**config.mk**
```make
export PLATFORM = sky130hd
export DESIGN_NAME = unsigned_calc_inv_v_flat
export DESIGN_NICKNAME = d
export VERILOG_FILES = /design/src/rtl/unsigned_calc_inv_v_if.sv /design/src/rtl/unsigned_calc_inv_v.sv /design/src/flat_wrapper.sv
export SDC_FILE = /design/constraint.sdc
export NUM_CORES = 1
export LEC_CHECK = 0
export ABC_CLOCK_PERIOD_IN_PS = 4200
export CORE_MARGIN = 5
export CORE_UTILIZATION = 52
export CTS_BUF_LIST = sky130_fd_sc_hd__clkbuf_4 sky130_fd_sc_hd__clkbuf_8 sky130_fd_sc_hd__clkbuf_16
export DETAILED_ROUTE_END_ITERATION = 8
export GPL_ROUTABILITY_DRIVEN = 0
export GPL_TIMING_DRIVEN = 1
export PLACE_DENSITY = 0.77
export REMOVE_ABC_BUFFERS = 1
export SYNTH_ARGS = -nofsm -noshare
export SYNTH_HDL_FRONTEND = slang
export SYNTH_SLANG_ARGS = --single-unit
```
**constraint.sdc**
```tcl
create_clock -name i_clk -period 4.2 [get_ports i_clk]
set_clock_uncertainty 0.1 [all_clocks]
set_input_delay 0.63 -clock i_clk [delete_from_list [all_inputs] [get_ports i_clk]]
set_output_delay 0.63 -clock i_clk [all_outputs]
set_load 0.02 [all_outputs]
```
**src/rtl/unsigned_calc_inv_v_if.sv**
```systemverilog
// Request/result bundle for the inverse 7a-3b+6c searcher.
// o_count exists only when UNSIGNED_CALC_INV_COUNT_EN is defined.
interface unsigned_calc_inv_v_if;
    logic              i_start;
    logic signed [8:0] i_fs;
    logic              o_busy;
    logic              o_done;
    logic              o_found;
    logic [3:0]        o_au;
    logic [3:0]        o_bu;
    logic [3:0]        o_cu;
`ifdef UNSIGNED_CALC_INV_COUNT_EN
    logic [8:0]        o_count;
`endif

    modport master (
        output i_start, i_fs,
        input  o_busy, o_done, o_found, o_au, o_bu, o_cu
`ifdef UNSIGNED_CALC_INV_COUNT_EN
        , input o_count
`endif
    );

    modport slave (
        input  i_start, i_fs,
        output o_busy, o_done, o_found, o_au, o_bu, o_cu
`ifdef UNSIGNED_CALC_INV_COUNT_EN
        , output o_count
`endif
    );
endinterface

```
**src/rtl/unsigned_calc_inv_v.sv**
```systemverilog
// Exhaustive inverse search of F = 7a-3b+6c over 4-bit a,b,c, one candidate per clock.
// UNSIGNED_CALC_INV_COUNT_EN: full scan always, also reports the number of matches on o_count.
module unsigned_calc_inv_v (
    input  logic                  i_clk,
    input  logic                  i_rst_n,
    unsigned_calc_inv_v_if.slave  bus
);
    typedef enum logic [1:0] {S_IDLE, S_SEARCH, S_DONE} state_t;

    state_t            r_state;
    logic [11:0]       r_n;
    logic signed [8:0] r_target;
    logic              r_busy;
    logic              r_done;
    logic              r_found;
    logic [3:0]        r_au;
    logic [3:0]        r_bu;
    logic [3:0]        r_cu;

    function automatic logic signed [8:0] calc_fwd(input logic [3:0] a,
                                                   input logic [3:0] b,
                                                   input logic [3:0] c);
        logic signed [8:0] sa, sb, sc;
        sa = $signed({5'b0, a});
        sb = $signed({5'b0, b});
        sc = $signed({5'b0, c});
        return (9'sd7 * sa) - (9'sd3 * sb) + (9'sd6 * sc);
    endfunction

    logic signed [8:0] w_cand;
    logic              w_match;
    logic              w_last;

    assign w_cand  = calc_fwd(r_n[11:8], r_n[7:4], r_n[3:0]);
    assign w_match = (w_cand == r_target);
    assign w_last  = (r_n == 12'd4095);

`ifdef UNSIGNED_CALC_INV_COUNT_EN
    // First-match candidate is tracked separately so the visible outputs hold until DONE.
    logic       r_hit;
    logic [3:0] r_fa, r_fb, r_fc;
    logic [8:0] r_cnt;
    logic [8:0] r_count;
    logic       w_hit_nxt;
    logic [3:0] w_fa, w_fb, w_fc;
    logic [8:0] w_cnt_nxt;

    always_comb begin
        w_hit_nxt = r_hit | w_match;
        w_fa      = r_hit ? r_fa : r_n[11:8];
        w_fb      = r_hit ? r_fb : r_n[7:4];
        w_fc      = r_hit ? r_fc : r_n[3:0];
        w_cnt_nxt = r_cnt + {8'b0, w_match};
    end

    assign bus.o_count = r_count;
`endif

    always_ff @(posedge i_clk) begin
        if (!i_rst_n) begin
            r_state  <= S_IDLE;
            r_n      <= '0;
            r_target <= '0;
            r_busy   <= 1'b0;
            r_done   <= 1'b0;
            r_found  <= 1'b0;
            r_au     <= '0;
            r_bu     <= '0;
            r_cu     <= '0;
`ifdef UNSIGNED_CALC_INV_COUNT_EN
            r_hit    <= 1'b0;
            r_fa     <= '0;
            r_fb     <= '0;
            r_fc     <= '0;
            r_cnt    <= '0;
            r_count  <= '0;
`endif
        end else begin
            case (r_state)
                S_IDLE: begin
                    r_done <= 1'b0;
                    if (bus.i_start) begin
                        r_target <= bus.i_fs;
                        r_n      <= '0;
                        r_busy   <= 1'b1;
                        r_state  <= S_SEARCH;
`ifdef UNSIGNED_CALC_INV_COUNT_EN
                        r_hit    <= 1'b0;
                        r_cnt    <= '0;
`endif
                    end
                end
                S_SEARCH: begin
`ifdef UNSIGNED_CALC_INV_COUNT_EN
                    r_hit <= w_hit_nxt;
                    r_fa  <= w_fa;
                    r_fb  <= w_fb;
                    r_fc  <= w_fc;
                    r_cnt <= w_cnt_nxt;
                    if (w_last) begin
                        r_found <= w_hit_nxt;
                        r_au    <= w_hit_nxt ? w_fa : 4'd0;
                        r_bu    <= w_hit_nxt ? w_fb : 4'd0;
                        r_cu    <= w_hit_nxt ? w_fc : 4'd0;
                        r_count <= w_cnt_nxt;
                        r_busy  <= 1'b0;
                        r_done  <= 1'b1;
                        r_state <= S_DONE;
                    end else begin
                        r_n <= r_n + 12'd1;
                    end
`else
                    if (w_match) begin
                        r_found <= 1'b1;
                        r_au    <= r_n[11:8];
                        r_bu    <= r_n[7:4];
                        r_cu    <= r_n[3:0];
                        r_busy  <= 1'b0;
                        r_done  <= 1'b1;
                        r_state <= S_DONE;
                    end else if (w_last) begin
                        r_found <= 1'b0;
                        r_au    <= '0;
                        r_bu    <= '0;
                        r_cu    <= '0;
                        r_busy  <= 1'b0;
                        r_done  <= 1'b1;
                        r_state <= S_DONE;
                    end else begin
                        r_n <= r_n + 12'd1;
                    end
`endif
                end
                S_DONE: begin
                    r_done  <= 1'b0;
                    r_state <= S_IDLE;
                end
                default: r_state <= S_IDLE;
            endcase
        end
    end

    assign bus.o_busy  = r_busy;
    assign bus.o_done  = r_done;
    assign bus.o_found = r_found;
    assign bus.o_au    = r_au;
    assign bus.o_bu    = r_bu;
    assign bus.o_cu    = r_cu;
endmodule

```
**src/flat_wrapper.sv**
```systemverilog
// flat-port wrapper written by rule: the top's interface ports become plain ports
module unsigned_calc_inv_v_flat 
  (i_clk, i_rst_n, bus_i_start, bus_i_fs, bus_o_busy, bus_o_done, bus_o_found, bus_o_au, bus_o_bu, bus_o_cu);
  unsigned_calc_inv_v_if bus_i ();
  input  logic i_clk;
  input  logic i_rst_n;
  input wire logic [$bits(bus_i.i_start)-1:0] bus_i_start;
  input wire logic [$bits(bus_i.i_fs)-1:0] bus_i_fs;
  output wire logic [$bits(bus_i.o_busy)-1:0] bus_o_busy;
  output wire logic [$bits(bus_i.o_done)-1:0] bus_o_done;
  output wire logic [$bits(bus_i.o_found)-1:0] bus_o_found;
  output wire logic [$bits(bus_i.o_au)-1:0] bus_o_au;
  output wire logic [$bits(bus_i.o_bu)-1:0] bus_o_bu;
  output wire logic [$bits(bus_i.o_cu)-1:0] bus_o_cu;
  assign bus_i.i_start = bus_i_start;
  assign bus_i.i_fs = bus_i_fs;
  assign bus_o_busy = bus_i.o_busy;
  assign bus_o_done = bus_i.o_done;
  assign bus_o_found = bus_i.o_found;
  assign bus_o_au = bus_i.o_au;
  assign bus_o_bu = bus_i.o_bu;
  assign bus_o_cu = bus_i.o_cu;
  unsigned_calc_inv_v u_core (.i_clk(i_clk), .i_rst_n(i_rst_n), .bus(bus_i));
endmodule
```
After elaboration in Yosys (flattened, before gate mapping):

Cells that the tools add are included.

* mux-type cells: 20
* add/sub/neg operators: 3
* equal/unequal tests: 8
* multipliers: 3
* reduce and logical (&&, ||, !) cells: 11

Operators by type and width (count)
* 12-bit two-way mux: 3
* 12-bit one-hot mux with 2 select lines: 1
* 4-bit two-way mux: 4
* 12-bit by 1-bit adder with 12-bit output (second input constant): 1
* 12-bit == test (second input constant): 1
* 2-bit by 4-bit multiplier with 6-bit output (first input constant): 2
* 9-bit adder: 1
* 9-bit == test: 1
* 9-bit subtractor: 1
* 2-bit AND reduction: 4
* 3-bit by 4-bit multiplier with 7-bit output (first input constant): 1
* 1-bit two-way mux: 6
* 2-bit two-way mux: 3
* 2-bit inequality test (second input constant): 3
* 2-bit nonzero test: 3
* 1-bit one-hot mux with 2 select lines: 2
* 2-bit one-hot mux with 2 select lines: 1
* 4-bit AND reduction: 1
* 3-bit by 1-bit inequality test with 1-bit output (second input constant): 1
* 3-bit AND reduction: 1
* 2-bit by 1-bit == test with 1-bit output (second input constant): 1
* 2-bit == test (second input constant): 1
* 2-bit zero test: 1
* 2-bit OR reduction: 1

* word-level logic and storage cells: 54
* bits of input ports: 12
* register bits: 38
* output and inout port bits: 15

Logic depth before layout (Yosys ltp):

Gate-level depths: netlist of run 1.

* depth after elaboration: 6
* depth in mapped cells: 20
* depth with buffers taken out: 19

Worst setup path before layout of run 1:

No wires, ideal clock.

* path kind: register to register
* start point: register u_core.r_n[10]
* end point: register u_core.r_state[0]
* stages on the path, launching flop included: 19
* buffers on the path: 1
* path slack: -0.194 ns
* data arrival time: 4.161 ns
* clock period less this slack: 4.394 ns
* library setup time: 0.133 ns
* data required time: 3.967 ns
* cells stage by stage: dfxtp_1 > inv_1 > fa_1 > inv_1 > ha_1 > a21o_1 > a21oi_1 > xor2_1 > fa_1 > inv_1 > ha_1 > a21oi_1 > o2111ai_1 > a2111oi_4 > nand3_4 > o31ai_2 > or2_1 > buf_4 > a21oi_1

* longest elaborated chain between the ends: 6
* elaborated cells on any way between the ends: 9
* those cells by class: add/sub (2); mul (1); eq/ne (3); mux (2); reduce/logical (1)

RTL lines
* from (decl): line unsigned_calc_inv_v.sv:11 `logic [11:0] r_n;`
* from (signal assigned): line unsigned_calc_inv_v.sv:130 `r_n <= r_n + 12'd1;`
* 3-bit by 4-bit multiplier with 7-bit output: line unsigned_calc_inv_v.sv:27 `return (9'sd7 * sa) - (9'sd3 * sb) + (9'sd6 * sc);`
* 9-bit subtractor: line unsigned_calc_inv_v.sv:27
* 9-bit adder: line unsigned_calc_inv_v.sv:27
* 9-bit == test: line unsigned_calc_inv_v.sv:35 `assign w_match = (w_cand == r_target);`
* 2-bit two-way mux or 3-bit by 1-bit inequality test with 1-bit output (tied branches)
* 2-bit one-hot mux with 2 select lines or 2-bit AND reduction (tied branches)
* to (signal assigned): line unsigned_calc_inv_v.sv:86 `r_state <= S_SEARCH;`
* to (signal assigned): line unsigned_calc_inv_v.sv:120 `r_state <= S_DONE;`
* to (signal assigned): line unsigned_calc_inv_v.sv:128 `r_state <= S_DONE;`
* to (decl): line unsigned_calc_inv_v.sv:10 `state_t r_state;`

Several ways; a longest one is shown, not always the timed one.
A chain may end at the register's enable or synchronous reset.

Worst setup path after layout of run 1:

* start point: register u_core.r_n[9]
* end point: register u_core.r_n[2]

* longest elaborated chain between the ends: 6
* elaborated cells on any way between the ends: 8
* those cells by class: add/sub (2); mul (1); eq/ne (4); reduce/logical (1)

RTL lines (line)
* 3-bit by 4-bit multiplier with 7-bit output: unsigned_calc_inv_v.sv:27
* 9-bit subtractor: unsigned_calc_inv_v.sv:27
* 9-bit adder: unsigned_calc_inv_v.sv:27
* 9-bit == test: unsigned_calc_inv_v.sv:35
* 2-bit inequality test (no line)
* 4-bit AND reduction (no line) *

Mark *: on every way between the ends. The rest lies on a longest branch, timed or not.

==> summary.txt, run 1 <==
Clocking
  – Clock root buffer master: clkbuf_8
  – CTS max path bufs: 2
  – Clock-pin slew of the registers on the worst-case setup and hold paths: 0.08 ns
  – CTS tree: yes
  – H-tree level count: 2
  – CTS Hold Bufs: 0
  – CTS sink cnt: 38
  – Worst skew pair latency: 0.29 ns
  – Clock buffer count from CTS: 5

Synth
  – Library cells used by synthesis: 47
  – Post-synth top cells: nand2_1, dfxtp_1, inv_1, ha_1
  – Most used DFF post-synth: dfxtp_1
  – Yosys top cell area share: 0.278
  – Sequential area share after synthesis: 0.278
  – Yosys top cell by area: dfxtp_1
  – Post-Syn Instances: 321
  – Post-Syn Area: 2740 sq um
  – Top post-synthesis cells by area: dfxtp_1, ha_1, fa_1
  – Dominant cell by count in the synthesized netlist: nand2_1
  – Yosys Warn Count: 0
  – Ys async rst share: 0
  – Post-synth EDFFs: 0
  – Avg Inst Size Synth: 8.54 sq um
  – Synth Register Bits: 38

Power and ir drop
  – Total Power: 1.13 mW
  – Sw Ratio: 0.333
  – Leakage power: 1.62 nW
  – Cell Int Power: 0.751 mW
  – Gate power share: 0.372
  – Sequential group share of total power: 0.338
  – Clk network pwr share: 0.290
  – P per Cell Area: 306 nW/um^2
  – Peak supply drop: 0.271 mV
  – Sw power: 0.375 mW

Floorplan
  – Die Wd: 82.6 microns
  – Die height: 82.6 microns
  – Total die area: 6820 sq um
  – Core area: 5110 sq um
  – Num ports: 27
  – Row count: 26
  – Initial Util: 0.537

Timing
  – Fin crit share: 1.03
  – Finish-stage setup viols: 29
  – Final setup margin: -0.128 ns
  – Slew Viols, Final: 0
  – Worst rel slew slack: 0.598
  – Tmin final: 4.33 ns
  – Unrepaired setup endpoints after global routing: yes
  – Hold WS: 0.364 ns
  – Peak Freq: 231 MHz
  – Final Hold Vio Count: 0
  – Tightest Pin Transition: 0.601 ns

Critical path
  – Critical-path top delay cell: fa_1
  – Type of destination of the critical path: register
  – Crit path top cell by count: buf_6
  – Path depth of the worst reg2reg path: 19
  – CP Class: register to register
  – Reg-to-reg endpoint: u_core.r_n[2]
  – Buf+Inv Stages, Crit Path: 5
  – Largest stage delay on the critical path: 0.50 ns
  – CP cell instances: buf_6, fa_1, ha_1, a21o_1, a21oi_2, xor2_2, fa_1, inv_2, ha_4, buf_6, and3_4, a211oi_2, nor3_1, nand4b_1, buf_6, o31ai_4, or2_4, buf_6, o22ai_2
  – Worst Path Arrival: 4.41 ns
  – CP delay by family, top: adder cells
  – CP required: 4.28 ns
  – R2R Setup Slk: -0.13 ns
  – Crit. path cell count: 19
  – Reg2Reg Launch Point: u_core.r_n[9]
  – Crit start category: register
  – CP max FO: 5

Min path
  – Worst Hold Path Cells: 2
  – WHS Endpoint: u_core.bus.o_found
  – Hold WC Path Type: register to register
  – Hold Crit Start: u_core.bus.o_found

Global route
  – Tot GR Track Use: 0.239
  – First-pass GRT wire length: 12300 microns
  – Initial antenna violation count: 0
  – Pin count of the biggest net entering global routing: 38
  – GRT Residual Overflow: 0
  – Vias in the first global route: 2522

Finish
  – Finished Layout Cells: 445
  – Layout area overhead: 34.2%
  – Layout cells sized above 1: 0.240
  – Fin nets: 425
  – Fill count: 357
  – Util after Layout: 0.720
  – ANT cells: 0

Place
  – Placed cell count: 433
  – Port buffer count: 26
  – Detail Placement HPWL: 4780 microns

Routing
  – WL/cell: 17.8 microns
  – Vias per cell: 5.89
  – Initial DRC Count: 171
  – Detailed Routing Iterations Pass 1: 5
  – Highest Signal Layer: met4
  – DR vias: 2623
  – Antenna viol nets, final: 0
  – Post-Route WL: 7920 microns
  – Detail Route met2 WL: 3770 microns
  – DRC viols: 0
  – WL met3: 480 microns
  – Met1 Wirelength: 3230 microns

Status
  – Status: finished with violations
  – Failing checks: negative setup slack

Run
  – Max-cap viol count: 0
## how the worst max path moves through the flow
stage | to | slack, ns | from
detailed placement | u_core.r_n[2] | -0.25 | u_core.r_n[9]
finish | u_core.r_n[2] | -0.13 | u_core.r_n[9]
CTS | u_core.bus.o_busy | 0.004 | u_core.r_n[9]
global route | u_core.r_n[2] | -0.29 | u_core.r_n[9]
floorplan | u_core.r_state[0] | -0.23 | u_core.r_n[10]
global placement | u_core.r_n[11] | -0.22 | u_core.r_n[9]
## state kept, by name (all words and copies together) (netlist names)
| signal | count |
|---|---|
| u_core.bus.o_bu | 4 |
| u_core.r_target | 9 |
| u_core.bus.o_found | 1 |
| u_core.bus.o_au | 4 |
| u_core.bus.o_done | 1 |
| u_core.bus.o_cu | 4 |
| u_core.r_state | 2 |
| u_core.r_n | 12 |
| u_core.bus.o_busy | 1 |
## placed cells by master (no fill, tap or decap), types with 3 or more instances in the layout
cell	instances
xor2_1	5
inv_2	4
or3_1	5
o211ai_1	6
o21ai_1	5
a21oi_2	3
xor2_2	3
nor2_1	16
nand3_1	21
and2_1	4
nand2_1	46
clkbuf_8	6
and3_1	4
nor3_1	3
inv_1	25
mux2i_1	12
clkdlybuf4s50_1	26
nand2b_1	3
buf_4	23
ha_4	3
a21o_1	3
buf_6	8
xnor2_1	4
a21oi_1	18
dfxtp_1	35
ha_1	22
fa_1	11
o22ai_2	8
## final cells by class
cell class	instances	area (sq um)	share of cell area
multi-input combinational	244	2080	0.565
sequential	38	767	0.209
timing repair buffer	57	523	0.142
inverter	29	109	0.0296
tap	70	87.6	0.0238
clock buffer	6	82.6	0.0225
clock inverter	1	30.0	0.00817
## metrics by stage
stage               instance area [sq um]  setup WS [ns]  TNS [ns]
finish                               3680         -0.128     -2.17
global route                         3680         -0.290     -6.85
CTS                                  3530        0.00387         0
detailed placement                   3240         -0.253     -5.53
global placement                     3240         -0.217     -3.84
floorplan                            2690         -0.228     -3.53
## repair_timing
item                       4_1_cts  5_1_grt
pin swaps                       24       21
gates cloned                     1        0
setup endpoints to repair       29       29
gates resized for setup         33       26
setup buffers                    3        1
## routing by layer
metal  up-vias  global-route usage
met5         -                   0
li1       1212                   -
met2       120               0.391
met3        35              0.0423
met1      1256               0.304
met4         0               0.114
## power groups by stage
| stage | Clock [mW] | Sequential [mW] | Combinational, mW |
|---|---|---|---|
| after floorplan | 0 | 0.389 | 0.215 |
| after global placement | 0 | 0.388 | 0.307 |
| after detailed placement | 0 | 0.389 | 0.310 |
| after CTS | 0.328 | 0.381 | 0.381 |
| after global routing | 0.344 | 0.382 | 0.449 |
| final | 0.327 | 0.380 | 0.419 |
## cells by family (layout without fill, tap and decap cells)
group           count (synthesis)  in the layout  synth area share
simple gates                  121            122             0.226
fa+ha+maj                      38             38             0.206
buf+inv                        40             93            0.0589
xor+xnor                       15             15            0.0479
mux                            12             12            0.0438
flops                          38             38             0.278
compound gates                 57             57             0.139
## tightest hold or removal path, cell delays in order (launching register included)
cell and delay (ns):
dfxtp_1 0.32, nand2_1 0.05, a21oi_1 0.05
(Power assumes the default switching activity.)
==> run 2: changes to the inputs <==
--- a/config.mk
+++ b/config.mk
@@ -13,7 +13,6 @@
 export GPL_ROUTABILITY_DRIVEN = 0
 export GPL_TIMING_DRIVEN = 1
 export PLACE_DENSITY = 0.77
-export REMOVE_ABC_BUFFERS = 1
 export SYNTH_ARGS = -nofsm -noshare
 export SYNTH_HDL_FRONTEND = slang
 export SYNTH_SLANG_ARGS = --single-unit
==> summary.txt, run 2 (synthesis results as in run 1) <==
Place
  – Port buffer count: 26 (unchanged)
  – Detail Placement HPWL: 4970 microns (+3.9%)
  – Placed cell count: 424 (-2.1%)
  – Area after DPL: 3210 sq um (-0.77%)

Floorplan
  – Core area: 5110 sq um (unchanged)
  – Total die area: 6820 sq um (unchanged)
  – Die Wd: 82.6 microns (unchanged)
  – Die height: 82.6 microns (unchanged)
  – Row count: 26 (unchanged)
  – Num ports: 27 (unchanged)
  – Initial Util: 0.537 (unchanged)

Finish
  – Finished Layout Cells: 439 (-1.3%)
  – Multi-input logic area: 2030 sq um (-2.3%)
  – Layout cells sized above 1: 0.203 (-0.0367)
  – Layout area overhead: 31.3%
  – Fin nets: 418 (-1.6%)
  – Largest registers: u_core.r_n: 12 flops, u_core.r_target: 9 flops
  – Util after Layout: 0.704 (-0.0154)
  – Max reg flops: 12 (unchanged)
  – Most frequent cells in the layout: nand2_1, dfxtp_1, clkdlybuf4s50_1
  – ANT cells: 0 (unchanged)
  – Largest Register: u_core.r_n
  – Fill count: 408 (+14%)
  – Sequential standard cell area: 769 sq um (+0.33%)
  – Cell area after layout: 3600 sq um (-2.1%)
  – Most common cell after layout, fill and taps aside: nand2_1

Routing
  – Initial DRC Count: 216 (+26%)
  – Vias per cell: 5.59 (-5.2%)
  – Antenna viol nets, final: 0 (unchanged)
  – DR vias: 2454 (-6.4%)
  – Post-Route WL: 6970 microns (-12%)
  – WL/cell: 15.9 microns (-11%)
  – DRC viols: 0 (unchanged)
  – Detailed Routing Iterations Pass 1: 4 (-1)

Clocking
  – CTS max path bufs: 2 (unchanged)
  – CTS sink cnt: 38 (unchanged)
  – Clock root buffer master: clkbuf_8
  – CTS Hold Bufs: 0 (unchanged)
  – Clock-pin slew of the registers on the worst-case setup and hold paths: 0.08 ns (about the same)
  – Worst skew pair latency: 0.30 ns (about the same)
  – CTS tree: yes
  – H-tree level count: 2 (unchanged)
  – Clock buffer count from CTS: 5 (unchanged)

Min path
  – WHS Endpoint: u_core.r_target[7]
  – Hold Crit Start: u_core.r_target[7]
  – Hold WC Path Type: register to register
  – Worst Hold Path Cells: 2 (unchanged)

Critical path
  – Worst Path Arrival: 4.26 ns (-0.15 ns)
  – Type of destination of the critical path: register
  – CP Class: register to register
  – Reg2Reg Launch Point: u_core.r_n[9]
  – R2R Setup Slk: 0.02 ns (+0.15 ns)
  – CP required: 4.29 ns (about the same)
  – Path depth of the worst reg2reg path: 18 (-1)
  – Crit start category: register
  – CP max FO: 8 (+3)
  – Reg-to-reg endpoint: u_core.bus.o_busy

Power and ir drop
  – Gate power share: 0.349 (-0.023)
  – Total Power: 1.15 mW (+2.0%)
  – Cell Int Power: 0.777 mW (+3.5%)
  – Clk network pwr share: 0.320 (+0.030)
  – Sw Ratio: 0.323 (-0.00966)
  – Peak supply drop: 0.254 mV (-6.5%)
  – P per Cell Area: 319 nW/um^2 (+4.2%)
  – Sw power: 0.371 mW (-0.98%)
  – Sequential group share of total power: 0.331 (-0.007)
  – Leakage power: 1.58 nW (-2.8%)

Global route
  – Vias in the first global route: 2391 (-5.2%)
  – GRT Residual Overflow: 0 (unchanged)
  – Initial antenna violation count: 0 (unchanged)
  – First-pass GRT wire length: 11200 microns (-9.3%)
  – Pin count of the biggest net entering global routing: 38 (unchanged)
  – Tot GR Track Use: 0.216 (-0.0230)

Status
  – Status: complete, no violations

Timing
  – Slew Viols, Final: 0 (unchanged)
  – Hold WS: 0.366 ns (+0.00202 ns)
  – Unrepaired setup endpoints after global routing: yes
  – Final Hold Vio Count: 0 (unchanged)
  – Fin crit share: 0.994 (-0.0362)
  – Peak Freq: 239 MHz (+3.6%)
  – Worst rel slew slack: 0.598 (-0.000824)
  – Tmin final: 4.18 ns (-0.152 ns)
  – Tightest Pin Transition: 0.602 ns (+0.00123 ns)
  – Finish-stage setup viols: 0 (-100%)

Synth
  – Net count after synthesis: 371

Run
  – Max-cap viol count: 0 (unchanged)
-- run 2: changes by cell type in the layout (fill, tap and decap cells not counted), sizes merged --
cell / before / now
buf: 31 / 24
clkbuf: 6 / 7
-- run 2: layout make-up --
class,instances,share of cell area
inverter,29,0.0303
sequential,38,0.214
multi-input combinational,244,0.564
clock inverter,1,0.00835
tap,70,0.0243
clock buffer,7,0.0299
timing repair buffer,50,0.129
-- run 2: per-stage QoR --
step | setup WS [ns] | TNS, ns
after floorplan | 0.0388 | 0
after global placement | -0.122 | -1.31
after detailed placement | -0.260 | -4.66
after CTS | -0.0673 | -0.331
after global routing | -0.189 | -3.96
final | 0.0240 | 0
-- run 2: worst max path at each step --
stage                   startpoint                end  slack, ns  depth (start not counted)
finish               u_core.r_n[9]  u_core.bus.o_busy       0.02                         18
CTS                 u_core.r_n[10]  u_core.bus.o_busy      -0.07                         15
global placement     u_core.r_n[8]      u_core.r_n[8]      -0.12                         16
floorplan            u_core.r_n[9]  u_core.r_state[0]       0.04                         18
global route         u_core.r_n[8]      u_core.r_n[7]      -0.19                         16
detailed placement   u_core.r_n[9]      u_core.r_n[8]      -0.26                         16
-- run 2: repair_timing --
| action | CTS | global route |
|---|---|---|
| gates cloned | 1 | 0 |
| resized for setup | 22 | 21 |
| setup buffers | 2 | 4 |
| pin swaps | 20 | 19 |
| endpoints found under the setup margin | 29 | 29 |
-- run 2: metal layers --
metal | vias up | share of wire | track usage
li1 | 1189 | - | -
met1 | 1136 | 0.43 | 0.271
met2 | 108 | 0.48 | 0.364
met3 | 21 | 0.059 | 0.0434
met4 | 0 | 0.028 | 0.0817
met5 | - | 0 | 0
-- run 2: power by group through the flow --
| stage | sequential [mW] | combinational, mW | clock (mW) |
|---|---|---|---|
| 2_1_floorplan | 0.388 | 0.235 | 0 |
| 3_3_place_gp | 0.388 | 0.298 | 0 |
| 3_5_place_dp | 0.389 | 0.305 | 0 |
| 4_1_cts | 0.380 | 0.348 | 0.367 |
| 5_1_grt | 0.381 | 0.427 | 0.386 |
| 6_report | 0.380 | 0.401 | 0.368 |
-- run 2: worst max-delay path: stages, from the launching register on --
cell      delay [ns]
dfxtp_4         0.37
inv_2           0.05
fa_1            0.49
inv_1           0.05
ha_2            0.19
inv_2           0.06
fa_2            0.44
fa_1            0.51
inv_2           0.05
ha_4            0.32
nand2b_1        0.08
a21oi_2         0.18
and4_1          0.29
a211oi_4        0.04
buf_4           0.18
nor3_4          0.21
buf_12          0.16
nand2_8         0.09
a22o_1          0.21
==> edit: new RTL, config.mk and constraints of run 2 <==
Re-encode `state_t` (3 states) as one-hot, 3 bits wide.
--- a/src/rtl/unsigned_calc_inv_v.sv
+++ b/src/rtl/unsigned_calc_inv_v.sv
@@ -5,7 +5,7 @@
     input  logic                  i_rst_n,
     unsigned_calc_inv_v_if.slave  bus
 );
-    typedef enum logic [1:0] {S_IDLE, S_SEARCH, S_DONE} state_t;
+    typedef enum logic [2:0] {S_IDLE = 3'b001, S_SEARCH = 3'b010, S_DONE = 3'b100} state_t;
 
     state_t            r_state;
     logic [11:0]       r_n;
Behaviour: no difference found for any inputs over 10 cycles, from zero or initial values and one cycle with i_rst_n low; not proved beyond that.
==> edit against run 2 <==
The run now ends with setup timing left. Clock power decreased by 11%. Sequential share of layout area decreased by 1.1 points. Synthesized area increased by 9.5%. Critical path depth unchanged. Routed wire length increased by 16%. Core utilization decreased by 0.24 points. Worst setup slack got worse by 0.13 ns. Sequential power increased by 1%. Sequential cell count increased by 1. Die area increased by 8.3%. Final area increased by 8.1%. Power decreased by 13%. Critical path type unchanged. Largest cell class unchanged. Largest power group is now sequential cells. Highest routed layer unchanged.
==> edit: results (changes against run 2) <==
\begin{tabular}{lr}
\hline
Metric & Value \\
\hline
\multicolumn{2}{l}{\textbf{Status}} \\
\quad Outcome & finished with violations \\
\quad Violations in the final reports & setup timing \\
\multicolumn{2}{l}{\textbf{Logic synthesis}} \\
\quad Post-Synth XOR/XNOR Area & 4.38\% (-0.41 points) \\
\quad Part of the Yosys area used for sequential elements & 26.0\% (-1.7 points) \\
\quad Synthesized-area fraction occupied by adder cells & 18.9\% (-1.8 points) \\
\quad Synthesized instance count & 353 (+10\%) \\
\quad Largest cells by area after synthesis & sky130\_fd\_sc\_hd\_\_dfxtp\_1 (26\%), sky130\_fd\_sc\_hd\_\_ha\_1 (11\%), sky130\_fd\_sc\_hd\_\_fa\_1 (8.0\%) \\
\quad Compound-gate portion of the synthesized area & 17.1\% (+3.2 points) \\
\quad Most instantiated cells after synthesis & sky130\_fd\_sc\_hd\_\_nand2\_1 (41), sky130\_fd\_sc\_hd\_\_dfxtp\_1 (39), sky130\_fd\_sc\_hd\_\_inv\_1 (31), sky130\_fd\_sc\_hd\_\_nand3\_1 (30), sky130\_fd\_sc\_hd\_\_a21oi\_1 (29) \\
\quad Fraction of synthesized area in multiplexers & 7.84\% (+3.5 points) \\
\quad Post-Syn Nets & 403 (+8.6\%) \\
\multicolumn{2}{l}{\textbf{Finish}} \\
\quad Fraction of final layout cells sized beyond drive strength 1 & 21.0\% (+0.70 points) \\
\quad Area of combinational cells with multiple inputs & 2190 sq um (+8.0\%) \\
\quad Multi-input gates & 268 (+9.8\%) \\
\quad Fillers & 420 (+2.9\%) \\
\multicolumn{2}{l}{\textbf{Critical path}} \\
\quad Delay of the slowest cell on the worst path & 0.58 ns (+0.07 ns) \\
\multicolumn{2}{l}{\textbf{Detailed routing}} \\
\quad Routed met2 length & 4.02 mm (+19\%) \\
\quad Post-detailed-route via-to-cell ratio & 5.71 (+2.1\%) \\
\multicolumn{2}{l}{\textbf{Placement}} \\
\quad Detailed-placement wirelength estimate & 5.54 mm (+12\%) \\
\quad Placed instance count & 461 (+8.7\%) \\
\multicolumn{2}{l}{\textbf{STA}} \\
\quad Final WS setup & -0.107 ns (-0.131 ns) \\
\quad Setup-violating endpoint count in the final report & 19 (+19) \\
\quad Worst hold-check slack & 0.373 ns (+0.00672 ns) \\
\multicolumn{2}{l}{\textbf{Power}} \\
\quad Leakage & 0.00174 uW (+10\%) \\
\quad Worst IR drop on VDD & 0.214 mV (-16\%) \\
\multicolumn{2}{l}{\textbf{GRT}} \\
\quad Total track usage & 21.8\% (+0.23 points) \\
\quad Met3 usage & 3.07\% (-1.3 points) \\
\quad Vias in the first global route & 2600 (+8.7\%) \\
\multicolumn{2}{l}{\textbf{Min path}} \\
\quad Hold EP & u\_core.r\_target[0] \\
\hline
\end{tabular}
-- edit: changes by cell type after synthesis, moves of 3 or more --
| cell | before | now |
|---|---|---|
| sky130_fd_sc_hd__or3_1 | 5 | 1 |
| sky130_fd_sc_hd__o22ai_1 | 9 | 4 |
| sky130_fd_sc_hd__nand2_1 | 47 | 41 |
| sky130_fd_sc_hd__nor3_1 | 3 | 6 |
| sky130_fd_sc_hd__mux2i_1 | 12 | 19 |
| sky130_fd_sc_hd__o211ai_1 | 6 | 1 |
| sky130_fd_sc_hd__and2_1 | 4 | 1 |
| sky130_fd_sc_hd__a21oi_1 | 22 | 29 |
| sky130_fd_sc_hd__o21a_1 | 0 | 7 |
| sky130_fd_sc_hd__nand3_1 | 22 | 30 |
| sky130_fd_sc_hd__mux2_4 | 0 | 3 |
| sky130_fd_sc_hd__clkbuf_1 | 8 | 13 |
-- edit: where the power goes --
part	leakage [uW]	switching [uW]	internal (uW)
clock network	0.0000581	152	177
logic	0.00137	136	144
registers	0.000318	7.73	377
total	0.00174	296	699
